### src/rtl/fetch_ctrl.sv
// Fetch-stage controller: owns the PC and the instruction-memory port, hands the
// memory to a boot loader after reset, then sequences fetch with stall/redirect/halt.
module fetch_ctrl #(
    parameter int              PC_W     = 32,
    parameter int              INSTR_W  = 32,
    parameter logic [PC_W-1:0] RESET_PC = '0
) (
    input  logic               clk,
    input  logic               reset,
    input  logic               boot_i,
    input  logic               ld_valid_i,
    output logic               ld_ready_o,
    input  logic [PC_W-1:0]    ld_addr_i,
    input  logic [INSTR_W-1:0] ld_data_i,
    input  logic               ld_last_i,
    input  logic               stall_i,
    input  logic               pc_src_i,
    input  logic [PC_W-1:0]    pc_branch_i,
    input  logic               halt_i,
    output logic [PC_W-1:0]    imem_addr_o,
    output logic               imem_we_o,
    output logic [INSTR_W-1:0] imem_wdata_o,
    output logic [PC_W-1:0]    pc_o,
    output logic               fd_en_o,
    output logic               fd_clr_o,
    output logic [1:0]         state_o,
    output logic [31:0]        fetch_cnt_o,
    output logic [31:0]        stall_cnt_o,
    output logic [31:0]        redirect_cnt_o
);

    localparam logic [1:0] S_IDLE = 2'd0;
    localparam logic [1:0] S_LOAD = 2'd1;
    localparam logic [1:0] S_RUN  = 2'd2;
    localparam logic [1:0] S_HALT = 2'd3;

    logic [1:0]      r_state;
    logic [1:0]      w_next;
    logic [PC_W-1:0] r_pc;
    logic [31:0]     r_fetch_cnt;
    logic [31:0]     r_stall_cnt;
    logic [31:0]     r_redir_cnt;
    logic            w_ld_done;
    logic            w_run_halt;
    logic            w_run_redir;
    logic            w_run_stall;
    logic            w_run_fetch;

    assign w_ld_done = ld_valid_i && ld_last_i;

    // One-hot RUN action, resolved with halt > redirect > stall > fetch priority.
    always_comb begin
        w_run_halt  = 1'b0;
        w_run_redir = 1'b0;
        w_run_stall = 1'b0;
        w_run_fetch = 1'b0;
        if (r_state == S_RUN) begin
            if (halt_i)        w_run_halt  = 1'b1;
            else if (pc_src_i) w_run_redir = 1'b1;
            else if (stall_i)  w_run_stall = 1'b1;
            else               w_run_fetch = 1'b1;
        end
    end

    always_ff @(posedge clk or negedge reset) begin
        if (!reset) r_state <= S_IDLE;
        else        r_state <= w_next;
    end

    always_comb begin
        w_next = r_state;
        case (r_state)
            S_IDLE:  w_next = boot_i ? S_LOAD : S_RUN;
            S_LOAD:  if (w_ld_done) w_next = S_RUN;
            S_RUN:   if (w_run_halt) w_next = S_HALT;
            default: w_next = S_HALT;
        endcase
    end

    // Outputs decode from the registered state only, so a write can never leak out of LOAD.
    always_comb begin
        ld_ready_o  = 1'b0;
        imem_we_o   = 1'b0;
        imem_addr_o = r_pc;
        fd_en_o     = 1'b0;
        fd_clr_o    = 1'b1;
        case (r_state)
            S_LOAD: begin
                ld_ready_o  = 1'b1;
                imem_we_o   = ld_valid_i;
                imem_addr_o = ld_addr_i;
            end
            S_RUN: begin
                fd_en_o  = w_run_fetch;
                fd_clr_o = w_run_halt || w_run_redir;
            end
            default: ;
        endcase
    end

    always_ff @(posedge clk or negedge reset) begin
        if (!reset) begin
            r_pc        <= RESET_PC;
            r_fetch_cnt <= 32'd0;
            r_stall_cnt <= 32'd0;
            r_redir_cnt <= 32'd0;
        end else begin
            if ((r_state == S_IDLE) || ((r_state == S_LOAD) && w_ld_done))
                r_pc <= RESET_PC;
            else if (w_run_redir)
                r_pc <= pc_branch_i;
            else if (w_run_fetch)
                r_pc <= r_pc + {{(PC_W-1){1'b0}}, 1'b1};
            if (w_run_fetch) r_fetch_cnt <= r_fetch_cnt + 32'd1;
            if (w_run_stall) r_stall_cnt <= r_stall_cnt + 32'd1;
            if (w_run_redir) r_redir_cnt <= r_redir_cnt + 32'd1;
        end
    end

    assign imem_wdata_o   = ld_data_i;
    assign pc_o           = r_pc;
    assign state_o        = r_state;
    assign fetch_cnt_o    = r_fetch_cnt;
    assign stall_cnt_o    = r_stall_cnt;
    assign redirect_cnt_o = r_redir_cnt;

endmodule

### config.mk
export PLATFORM = sky130hd
export DESIGN_NAME = fetch_ctrl
export DESIGN_NICKNAME = d
export VERILOG_FILES = /design/src/rtl/fetch_ctrl.sv
export SDC_FILE = /design/constraint.sdc
export NUM_CORES = 1
export LEC_CHECK = 0
export CAP_MARGIN = 20
export CORE_ASPECT_RATIO = 2
export CORE_MARGIN = 3
export CORE_UTILIZATION = 40
export CTS_BUF_LIST = sky130_fd_sc_hd__clkbuf_4 sky130_fd_sc_hd__clkbuf_8
export DETAILED_ROUTE_END_ITERATION = 12
export DONT_BUFFER_PORTS = 1
export GPL_TIMING_DRIVEN = 0
export HOLD_SLACK_MARGIN = 0.05
export PLACE_DENSITY_LB_ADDON = 0.12
export SYNTH_ARGS = -nofsm -noshare
export SYNTH_HDL_FRONTEND = slang
export SYNTH_SLANG_ARGS = --single-unit
### constraint.sdc
create_clock -name clk -period 2 [get_ports clk]
set_input_delay 0.5 -clock clk [delete_from_list [all_inputs] [get_ports clk]]
set_output_delay 0.5 -clock clk [all_outputs]
set_load 0.01 [all_outputs]
==> impl_metrics.ini, run 1 <==
[run_status]
outcome = complete, but fails checks
violations = hold timing, setup timing

[setup_path]
path_buf_inv = 2
cpLargestDelayFamily = flip-flops
crit_path_max_fanout = 7
critPathArrivalTime_ns = 1.79
setup.worst_path.end_class = output pin
slowest_delay_ns = 0.49
critPathLaunchType = flip-flop
crit_path_top_delay_cell = dfrtp_2
crit_chain = nor2b_4, buf_8, clkbuf_16, mux2_4
required_ns = 1.50
path_class = flip-flop to output pin

[pwr]
power.share.clock = 0.394
seqPwrFrac = 0.485
p_leak_uw = 0.00379
intPower_uw = 4860
p_sw_frac = 0.281
peakVddDrop_uv = 463
power.density_mw_per_mm2 = 792
p_sw_uw = 1900
comb_power_share = 0.121

[global_route]
grt-ovfl-total = 0
antenna_found_initial = 0
grt_start_max_net_pins = 131
grt_pass1_vias = 6053
grt_pass1_wl_mm = 33.7
track_usage = 0.224

[synthesis]
synth_area_mm2 = 0.00706
ys_types = 50
synth-seq-area-share = 0.461
yosys_register_bits = 130
avgSynthCellArea_um2 = 9.94
synth_edf_count = 0
yosys_warnings = 0
synth_top_area_share = 0.461
synth_xor_area_frac = 0.125
synth_largest_area_cell = dfrtp_1
synthTopCellsByArea = dfrtp_1 46%, xnor2_1 9.7%, mux2_2 4.5%
synthSimpleGateAreaFrac = 0.230
ys.flop_type = dfrtp_1
synth_fa_ha_area_frac = 0.00709
mappedNetlistNets = 818
async_flop_share = 1.00
netlist_instances = 710
synth_compound_area_frac = 0.0752
muxShareOfSynthArea = 0.0447
synth_top_family_by_area = simple AND/OR/NAND/NOR gates

[drt]
drt-met1-wl_mm = 6.89
dr_wl_met2_mm = 12.5
routed-via-count = 5771
routedWlPerCell_um = 22.6
first_pass_iters = 6
wl_met3_mm = 1.78
drt_wl_total_mm = 22.1
first_iter_violations = 162
viasPerCell = 5.89
routed.top_layer = met4
drc = 0
ant_nets = 0

[clock_tree]
cts_sinks = 130
htreeDepth = 4
cts_root_buf = clkbuf_8
cts_tree = yes
numCtsBuffers = 17
clkTransAtPathRegs_ns = 0.08
clk_path_buf_depth = 2
insertion_delay_ns = 0.45

[flow_run]
drv_cap = 0

[place]
placed_area_mm2 = 0.00732
dp_cells = 920
dp_hpwl_mm = 16.5
place_congestion = 0.907
io_buffers = 0

[sta]
clock_skew_ns = 0.0138
setup_viol = 53
slew_headroom = 0.576
finalHoldViolCount = 130
setup_slack_ns = -0.287
fmax_mhz = 437
finalCritPeriodShare = 1.14
rsz0062_at_grt = true
whs_ns = -0.257
worstMarginPinSlew_ns = 0.631
slew_viol_final = 0
period_minus_slack_ns = 2.29

[final_layout]
regArea_mm2 = 0.00327
num-nets-final = 865
insertedDiodeCount = 0
multi_input_area_mm2 = 0.00371
area_growth_pct = 20.8
drive_above_1_share = 0.257
final_cell_area_mm2 = 0.00852
fill_cells = 1622
fin_cells = 979

[floorplanning]
die-area_mm2 = 0.0194
io_pins = 302
die_y_um = 194
start_util = 0.409
coreArea_mm2 = 0.0173
row_count = 68
die_w_um = 99.9

[hold_path]
hold_path_class = primary input to async pin
==> flip-flops by register name, indices dropped and copies added (netlist names) <==
signal	count
state_o	2
stall_cnt_o	32
fetch_cnt_o	32
redirect_cnt_o	32
pc_o	32
==> metrics by stage <==
step           hold slack (ns)  worst slack, ns  utilization  setup TNS [ns]  total power, µW
3_3_place_gp             0.208           -0.623        0.424          -20.23             3920
2_1_floorplan            0.204           0.0658            -               0             3720
3_5_place_dp             0.208           -0.649        0.424          -22.26             3940
5_1_grt                 -0.295           -0.361        0.493          -18.21             7010
6_report                -0.257           -0.287        0.493           -9.74             6750
4_1_cts                 -0.303           -0.344        0.477          -11.80             6730
==> cells in the final DEF, fill, tap and decap left out, types with 4 or more instances in the layout <==
master     count
nor3_1        11
nand3_1       44
buf_2          4
nor3_2         4
and4_1        11
nand3_2        5
ha_1           4
dfrtp_1      114
nand2_1       74
clkbuf_1       4
mux2_4        28
a211oi_1       7
bufinv_16      5
nand2_4        5
o211ai_1       7
nand4_1       46
a31oi_1        4
and2_1         9
xnor2_1       78
o21ai_4        4
dfrtp_2       16
clkbuf_2       5
buf_4         55
clkbuf_8      21
o21ai_0       24
a21oi_1        7
inv_1          8
buf_6          9
nor2_1        40
nor4_4         6
and3_1        16
xor2_1        23
a41oi_1        5
a22oi_1        8
==> per-layer routing <==
metal	vias to the layer above	global-route usage
li1	2591	-
met1	2857	0.201
met2	263	0.425
met3	60	0.0720
met4	0	0.118
met5	-	0
==> power by group through the flow <==
stage | combinational (µW) | sequential, µW | clock (µW)
floorplan | 566 | 3150 | 0
global placement | 642 | 3280 | 0
detailed placement | 645 | 3290 | 0
CTS | 741 | 3260 | 2730
global route | 885 | 3310 | 2820
finish | 820 | 3280 | 2660
==> cell usage after synthesis, types with 2 or more instances <==
library cell  number
nor2_1            40
xor2_1            23
ha_1               4
or3_1              2
dfrtp_1          130
nor2b_1            2
buf_2             13
and3_1            16
nor3_1            14
xnor2_1           78
o21ai_0           30
nor4_1             5
a21oi_1            7
a22oi_1            8
buf_4             32
clkbuf_1          14
a41oi_1            5
nand2b_1           2
nor4_4             3
a31oi_1            4
nand4_1           46
a211oi_1           7
o311ai_1           4
a21o_1             2
nand2_1           79
nor3_2             2
and4_1            12
nand4_2            2
and2_1            11
nand3_1           49
mux2_2            28
o211ai_1           7
a32oi_1            2
nor4_2             2
nand3b_1           2
inv_1              9
==> cell families after synthesis <==
| kind of cell | after synthesis |
|---|---|
| XOR/XNOR | 101 |
| flip-flops | 130 |
| buffers and inverters | 70 |
| multiplexers | 28 |
| AND/OR/NAND/NOR | 296 |
| adder cells (fa/ha/maj) | 4 |
| AO/OA/AOI/OAI | 81 |
==> area by class of cell <==
cell class,instances,share of cell area
Multi-Input combinational cell,510,0.436
Sequential cell,130,0.384
Buffer,57,0.0542
Timing Repair Buffer,31,0.0344
Clock buffer,22,0.0341
Tap cell,210,0.0308
Clock inverter,9,0.0208
Inverter,10,0.00587
==> path summary, 6_finish.rpt <==
check                                    from                  to  slack [ns]  cells after the start
setup / recovery                   state_o[0]     imem_addr_o[26]       -0.29                      4
hold / removal                          reset      fetch_cnt_o[6]       -0.26                      0
setup reg to reg                   state_o[0]     fetch_cnt_o[19]       -0.15                      6
hold reg to reg            redirect_cnt_o[31]  redirect_cnt_o[31]        0.54                      1
max in group asynchronous               reset   redirect_cnt_o[3]        2.11                      0
min in group clk              pc_branch_i[21]            pc_o[21]        0.18                      2
==> repair_timing <==
action                                  CTS  global route
pin swaps                                13            15
hold endpoints to repair                130           130
gates resized for setup                  82            65
buffers inserted                         22             8
gates cloned                              1             1
endpoints found under the setup margin  119           123
No activity file was read; power rests on OpenSTA's default activity.
==> inputs of run 2 (changes only) <==
--- a/config.mk
+++ b/config.mk
@@ -5,10 +5,9 @@
 export SDC_FILE = /design/constraint.sdc
 export NUM_CORES = 1
 export LEC_CHECK = 0
-export CAP_MARGIN = 20
 export CORE_ASPECT_RATIO = 2
 export CORE_MARGIN = 3
-export CORE_UTILIZATION = 40
+export CORE_UTILIZATION = 25
 export CTS_BUF_LIST = sky130_fd_sc_hd__clkbuf_4 sky130_fd_sc_hd__clkbuf_8
 export DETAILED_ROUTE_END_ITERATION = 12
 export DONT_BUFFER_PORTS = 1
==> run 2 against run 1 <==
Against the previous run: the run still ends with hold timing, setup timing left; non-clock buffer count is 1 lower; worst hold slack worse by 0.032 ns; sequential share of layout area is 0.11 points lower; routed wire length is 14% higher; clock skew is 0.00076 ns higher; clock power is 12% lower; maximum frequency is 2.4% lower; via count is 0.36% lower; largest power group unchanged.
==> impl_metrics.ini, run 2 (same netlist as run 1, synthesis figures left out) <==
[final_layout]
fill_cells = 2844
mostFrequentLayoutCell = dfrtp_1
area_growth_pct = 21.1
num-nets-final = 864
drive_above_1_share = 0.248
fin_cells = 1121
insertedDiodeCount = 0
final_cell_area_mm2 = 0.00855
final_cell_mix = 114 x dfrtp_1, 78 x nand2_1, 78 x xnor2_1, 52 x buf_4

[drt]
viasPerCell = 5.13
first_iter_violations = 210
drc = 0
first_pass_iters = 6
ant_nets = 0
drt_wl_total_mm = 25.2
routed-via-count = 5750
routedWlPerCell_um = 22.4

[sta]
finalCritPeriodShare = 1.17
finalHoldViolCount = 130
setup_slack_ns = -0.345
period_minus_slack_ns = 2.34
whs_ns = -0.289
setup_viol = 55
worstMarginPinSlew_ns = 0.779
slew_viol_final = 0
fmax_mhz = 427
rsz0062_at_grt = true
setup_tns_ns = -11.36
clock_skew_ns = 0.0145
slew_headroom = 0.477

[pwr]
p_sw_uw = 2030
power.share.clock = 0.367
seqPwrFrac = 0.512
peakVddDrop_uv = 385
p_sw_frac = 0.318
intPower_uw = 4350
comb_power_share = 0.121
p_total_uw = 6380
power.density_mw_per_mm2 = 746
p_leak_uw = 0.00367

[setup_path]
critPathArrivalTime_ns = 1.84
reg2reg_from = state_o[0]
path_class = flip-flop to output pin
regToRegSetupSlack_ns = -0.12
setup.worst_path.end_class = output pin
rr_worst_depth = 6
crit_chain = nor2b_4, buf_12, clkbuf_16, mux2_4
crit_path_top_delay_cell = dfrtp_2
cpLargestDelayFamily = flip-flops
required_ns = 1.50
critPathLaunchType = flip-flop
slowest_delay_ns = 0.51
r2r_end = fetch_cnt_o[19]
path_buf_inv = 2
path_depth = 4
crit_path_max_fanout = 7

[place]
place_congestion = 0.895
pre_cts_slack_ns = -0.643
dp_cells = 1062
io_buffers = 0
dp_hpwl_mm = 18.6
placed_area_mm2 = 0.00750

[clock_tree]
htreeDepth = 4
cts_root_buf = clkbuf_8
cts_tree = yes
clk_path_buf_depth = 2
cts_sinks = 130
insertion_delay_ns = 0.48
clkTransAtPathRegs_ns = 0.09
numCtsBuffers = 17

[floorplanning]
start_util = 0.255
die_y_um = 244
die_w_um = 125
row_count = 86
die-area_mm2 = 0.0304
io_pins = 302
coreArea_mm2 = 0.0277

[run_status]
violations = hold timing, setup timing
outcome = complete, but fails checks

[global_route]
grt_start_max_net_pins = 131
grt_pass1_wl_mm = 37.9
grt_pass1_vias = 6100
track_usage = 0.163
antenna_found_initial = 0
grt-ovfl-total = 0

[hold_path]
hold_path_class = primary input to async pin

[flow_run]
drv_cap = 0
==> run 2: power by group through the flow <==
stage                     clock network (µW)  registers (µW)  logic [µW]
after CTS                               2450            3260         768
after detailed placement                   0            3290         654
after global placement                     0            3290         651
final                                   2340            3260         772
after global routing                    2570            3300         845
after floorplan                            0            3150         566
==> run 2: per-layer routing <==
metal / vias up / track usage / routed length (µm) / share of wire
li1: 2603 / - / - / -
met1: 2839 / 0.152 / 8100 / 0.32
met2: 268 / 0.313 / 14200 / 0.57
met3: 40 / 0.0564 / 2010 / 0.080
met4: 0 / 0.0725 / 819 / 0.033
met5: - / 0 / 0 / 0
==> run 2: how the worst max path moves through the flow <==
stage | slack [ns] | start | end
after floorplan | 0.07 | state_o[0] | imem_addr_o[21]
after global placement | -0.65 | state_o[1] | pc_o[15]
after detailed placement | -0.64 | state_o[1] | pc_o[22]
after CTS | -0.40 | state_o[0] | imem_addr_o[24]
after global routing | -0.46 | state_o[0] | imem_addr_o[26]
final | -0.34 | state_o[0] | imem_addr_o[28]
==> run 2: layout make-up <==
class	instances	area, µm²	area share
Multi-Input combinational cell	510	3580	0.419
Clock buffer	18	241	0.0282
Clock inverter	14	154	0.0180
Tap cell	352	440	0.0515
Buffer	58	467	0.0546
Timing Repair Buffer	29	342	0.0400
Sequential cell	130	3270	0.383
Inverter	10	47.5	0.00556
==> run 2: repair_timing <==
item | CTS | global route
pin swaps | 13 | 5
endpoints found under the setup margin | 123 | 108
gates cloned | 1 | 3
buffers inserted | 18 | 7
endpoints found under the hold margin | 130 | 130
resized for setup | 89 | 24
==> run 2: per-stage QoR <==
step / hold WS (ns) / utilization
6_report: -0.289 / 0.309
5_1_grt: -0.353 / 0.309
4_1_cts: -0.348 / 0.302
3_3_place_gp: 0.208 / 0.271
2_1_floorplan: 0.204 / -
3_5_place_dp: 0.209 / 0.271
==> run 2: worst register-to-register path: stages, from the launching register on <==
cell and delay, ns:
dfrtp_2 0.50, nor3b_2 0.44, nand4_1 0.34, and3b_1 0.29, buf_2 0.16, nand4_1 0.12, xnor2_1 0.15
==> inputs of run 3 (changes only) <==
--- a/config.mk
+++ b/config.mk
@@ -6,12 +6,10 @@
 export NUM_CORES = 1
 export LEC_CHECK = 0
 export CORE_ASPECT_RATIO = 2
-export CORE_MARGIN = 3
 export CORE_UTILIZATION = 25
 export CTS_BUF_LIST = sky130_fd_sc_hd__clkbuf_4 sky130_fd_sc_hd__clkbuf_8
 export DETAILED_ROUTE_END_ITERATION = 12
 export DONT_BUFFER_PORTS = 1
-export GPL_TIMING_DRIVEN = 0
 export HOLD_SLACK_MARGIN = 0.05
 export PLACE_DENSITY_LB_ADDON = 0.12
 export SYNTH_ARGS = -nofsm -noshare
==> run 3 against run 2 <==
Against the previous run: the flow still finishes with violations (hold timing, setup timing); maximum frequency rose by 2.6%; utilization grew 3.3 points; combinational power up 49%; count of clock-buffer cells in the layout is the same; register-to-register slack about the same; first-iteration DRC count shrank 19%; final cell count is 3.2% higher; cell area increased by 11%; clock power is 11% higher; die area shrank 4.8%; non-clock buffer count is 35 higher; global-route usage grew 0.28 points; critical path type unchanged; largest cell class unchanged.
==> impl_metrics.ini, run 3 (same netlist as run 1, synthesis figures left out) <==
[final_layout]
multi_input_area_mm2 = 0.00408
num-nets-final = 900
fill_cells = 2794
insertedDiodeCount = 0
regArea_mm2 = 0.00326
final_cell_mix = 128 x dfrtp_1, 85 x buf_4, 70 x xnor2_1, 66 x nand2_1, 46 x nand4_1
drive_above_1_share = 0.350
post-route-util = 0.343
area_growth_pct = 34.2
final_cell_area_mm2 = 0.00947
mostFrequentLayoutCell = dfrtp_1

[drt]
viasPerCell = 5.06
first_pass_iters = 4
ant_nets = 0
routed-via-count = 5857
routedWlPerCell_um = 21.5
drt_wl_total_mm = 24.9
first_iter_violations = 171
drc = 0

[setup_path]
startpoint = state_o[0]
setup.worst_path.end_class = output pin
rr_worst_depth = 10
reg2reg_from = state_o[0]
path_depth = 5
cpLargestDelayFamily = buffers and inverters
path_class = flip-flop to output pin
required_ns = 1.50
critPathLaunchType = flip-flop
crit_path_top_delay_cell = dfrtp_2
crit_chain = buf_6, nor2b_4, buf_12, clkbuf_16, mux2_4
crit_path_max_fanout = 6
slowest_delay_ns = 0.42
critPathArrivalTime_ns = 1.79
path_buf_inv = 3

[floorplanning]
start_util = 0.255
die-area_mm2 = 0.0289
die_w_um = 121
row_count = 86
io_pins = 302
coreArea_mm2 = 0.0277
die_y_um = 240

[place]
placed_area_mm2 = 0.00788
dp_hpwl_mm = 17.5
io_buffers = 0
place_congestion = 0.786
pre_cts_slack_ns = -0.0409

[pwr]
p_sw_frac = 0.301
comb_power_share = 0.170
p_leak_uw = 0.00412
p_total_uw = 6740
intPower_uw = 4710
power.share.clock = 0.384
seqPwrFrac = 0.446
p_sw_uw = 2030
peakVddDrop_uv = 345
power.density_mw_per_mm2 = 712

[hold_path]
hold_path_class = primary input to async pin

[sta]
setup_slack_ns = -0.285
slew_headroom = 0.633
clock_skew_ns = 0.0152
setup_viol = 82
finalHoldViolCount = 130
slew_viol_final = 0
rsz0062_at_grt = true
fmax_mhz = 438
whs_ns = -0.283
worstMarginPinSlew_ns = 0.546
period_minus_slack_ns = 2.29
finalCritPeriodShare = 1.14

[global_route]
grt-ovfl-total = 0
grt_pass1_vias = 6005
grt_pass1_wl_mm = 35.4
grt_start_max_net_pins = 131
track_usage = 0.165
antenna_found_initial = 0

[clock_tree]
clkTransAtPathRegs_ns = 0.09
clk_path_buf_depth = 2
numCtsBuffers = 17
insertion_delay_ns = 0.47
cts_root_buf = clkbuf_8
htreeDepth = 4
cts_tree = yes
cts_sinks = 130

[run_status]
outcome = complete, but fails checks
violations = hold timing, setup timing

[flow_run]
drv_cap = 0
run 3: what timing repair did:
item / CTS / global route
hold endpoints to repair: 130 / 130
cloned: 2 / 4
gates resized for setup: 49 / 146
buffers inserted: 11 / 15
pin swaps: 10 / 60
endpoints found under the setup margin: 40 / 89
run 3: metrics by stage:
step	std cells	setup TNS (ns)
2_1_floorplan	710	0
3_3_place_gp	1095	0
3_5_place_dp	1095	-0.139
4_1_cts	1140	-11.16
5_1_grt	1157	-20.32
6_report	1157	-10.39
run 3: layout make-up:
cell class,instances,area share
clock inverter,14,0.0217
timing repair buffer,122,0.127
multi-input combinational,511,0.430
clock buffer,18,0.0255
inverter,10,0.00502
sequential,130,0.344
tap,352,0.0465
run 3: path summary, 6_finish.rpt:
kind / end / slack [ns]
worst max-delay path: imem_addr_o[3] / -0.29
worst min-delay path: fetch_cnt_o[18] / -0.28
worst max register to register: stall_cnt_o[21] / -0.12
worst min register to register: redirect_cnt_o[6] / 0.53
max in group asynchronous: pc_o[5] / 2.07
min in group clk: pc_o[18] / 0.15
run 3: per-layer routing:
layer / GRT usage / share of wire / vias up / routed length [µm]
li1: - / - / 2670 / -
met1: 0.153 / 0.33 / 2880 / 8100
met2: 0.323 / 0.57 / 258 / 14200
met3: 0.0612 / 0.072 / 49 / 1780
met4: 0.0572 / 0.031 / 0 / 771
met5: 0 / 0 / - / 0
run 3: power groups by stage:
stage | Combinational (µW) | Sequential (µW) | Clock [µW]
6_report | 1150 | 3010 | 2590
5_1_grt | 1240 | 3030 | 2810
4_1_cts | 1090 | 3000 | 2710
3_5_place_dp | 1030 | 3050 | 0
3_3_place_gp | 1030 | 3050 | 0
2_1_floorplan | 566 | 3150 | 0
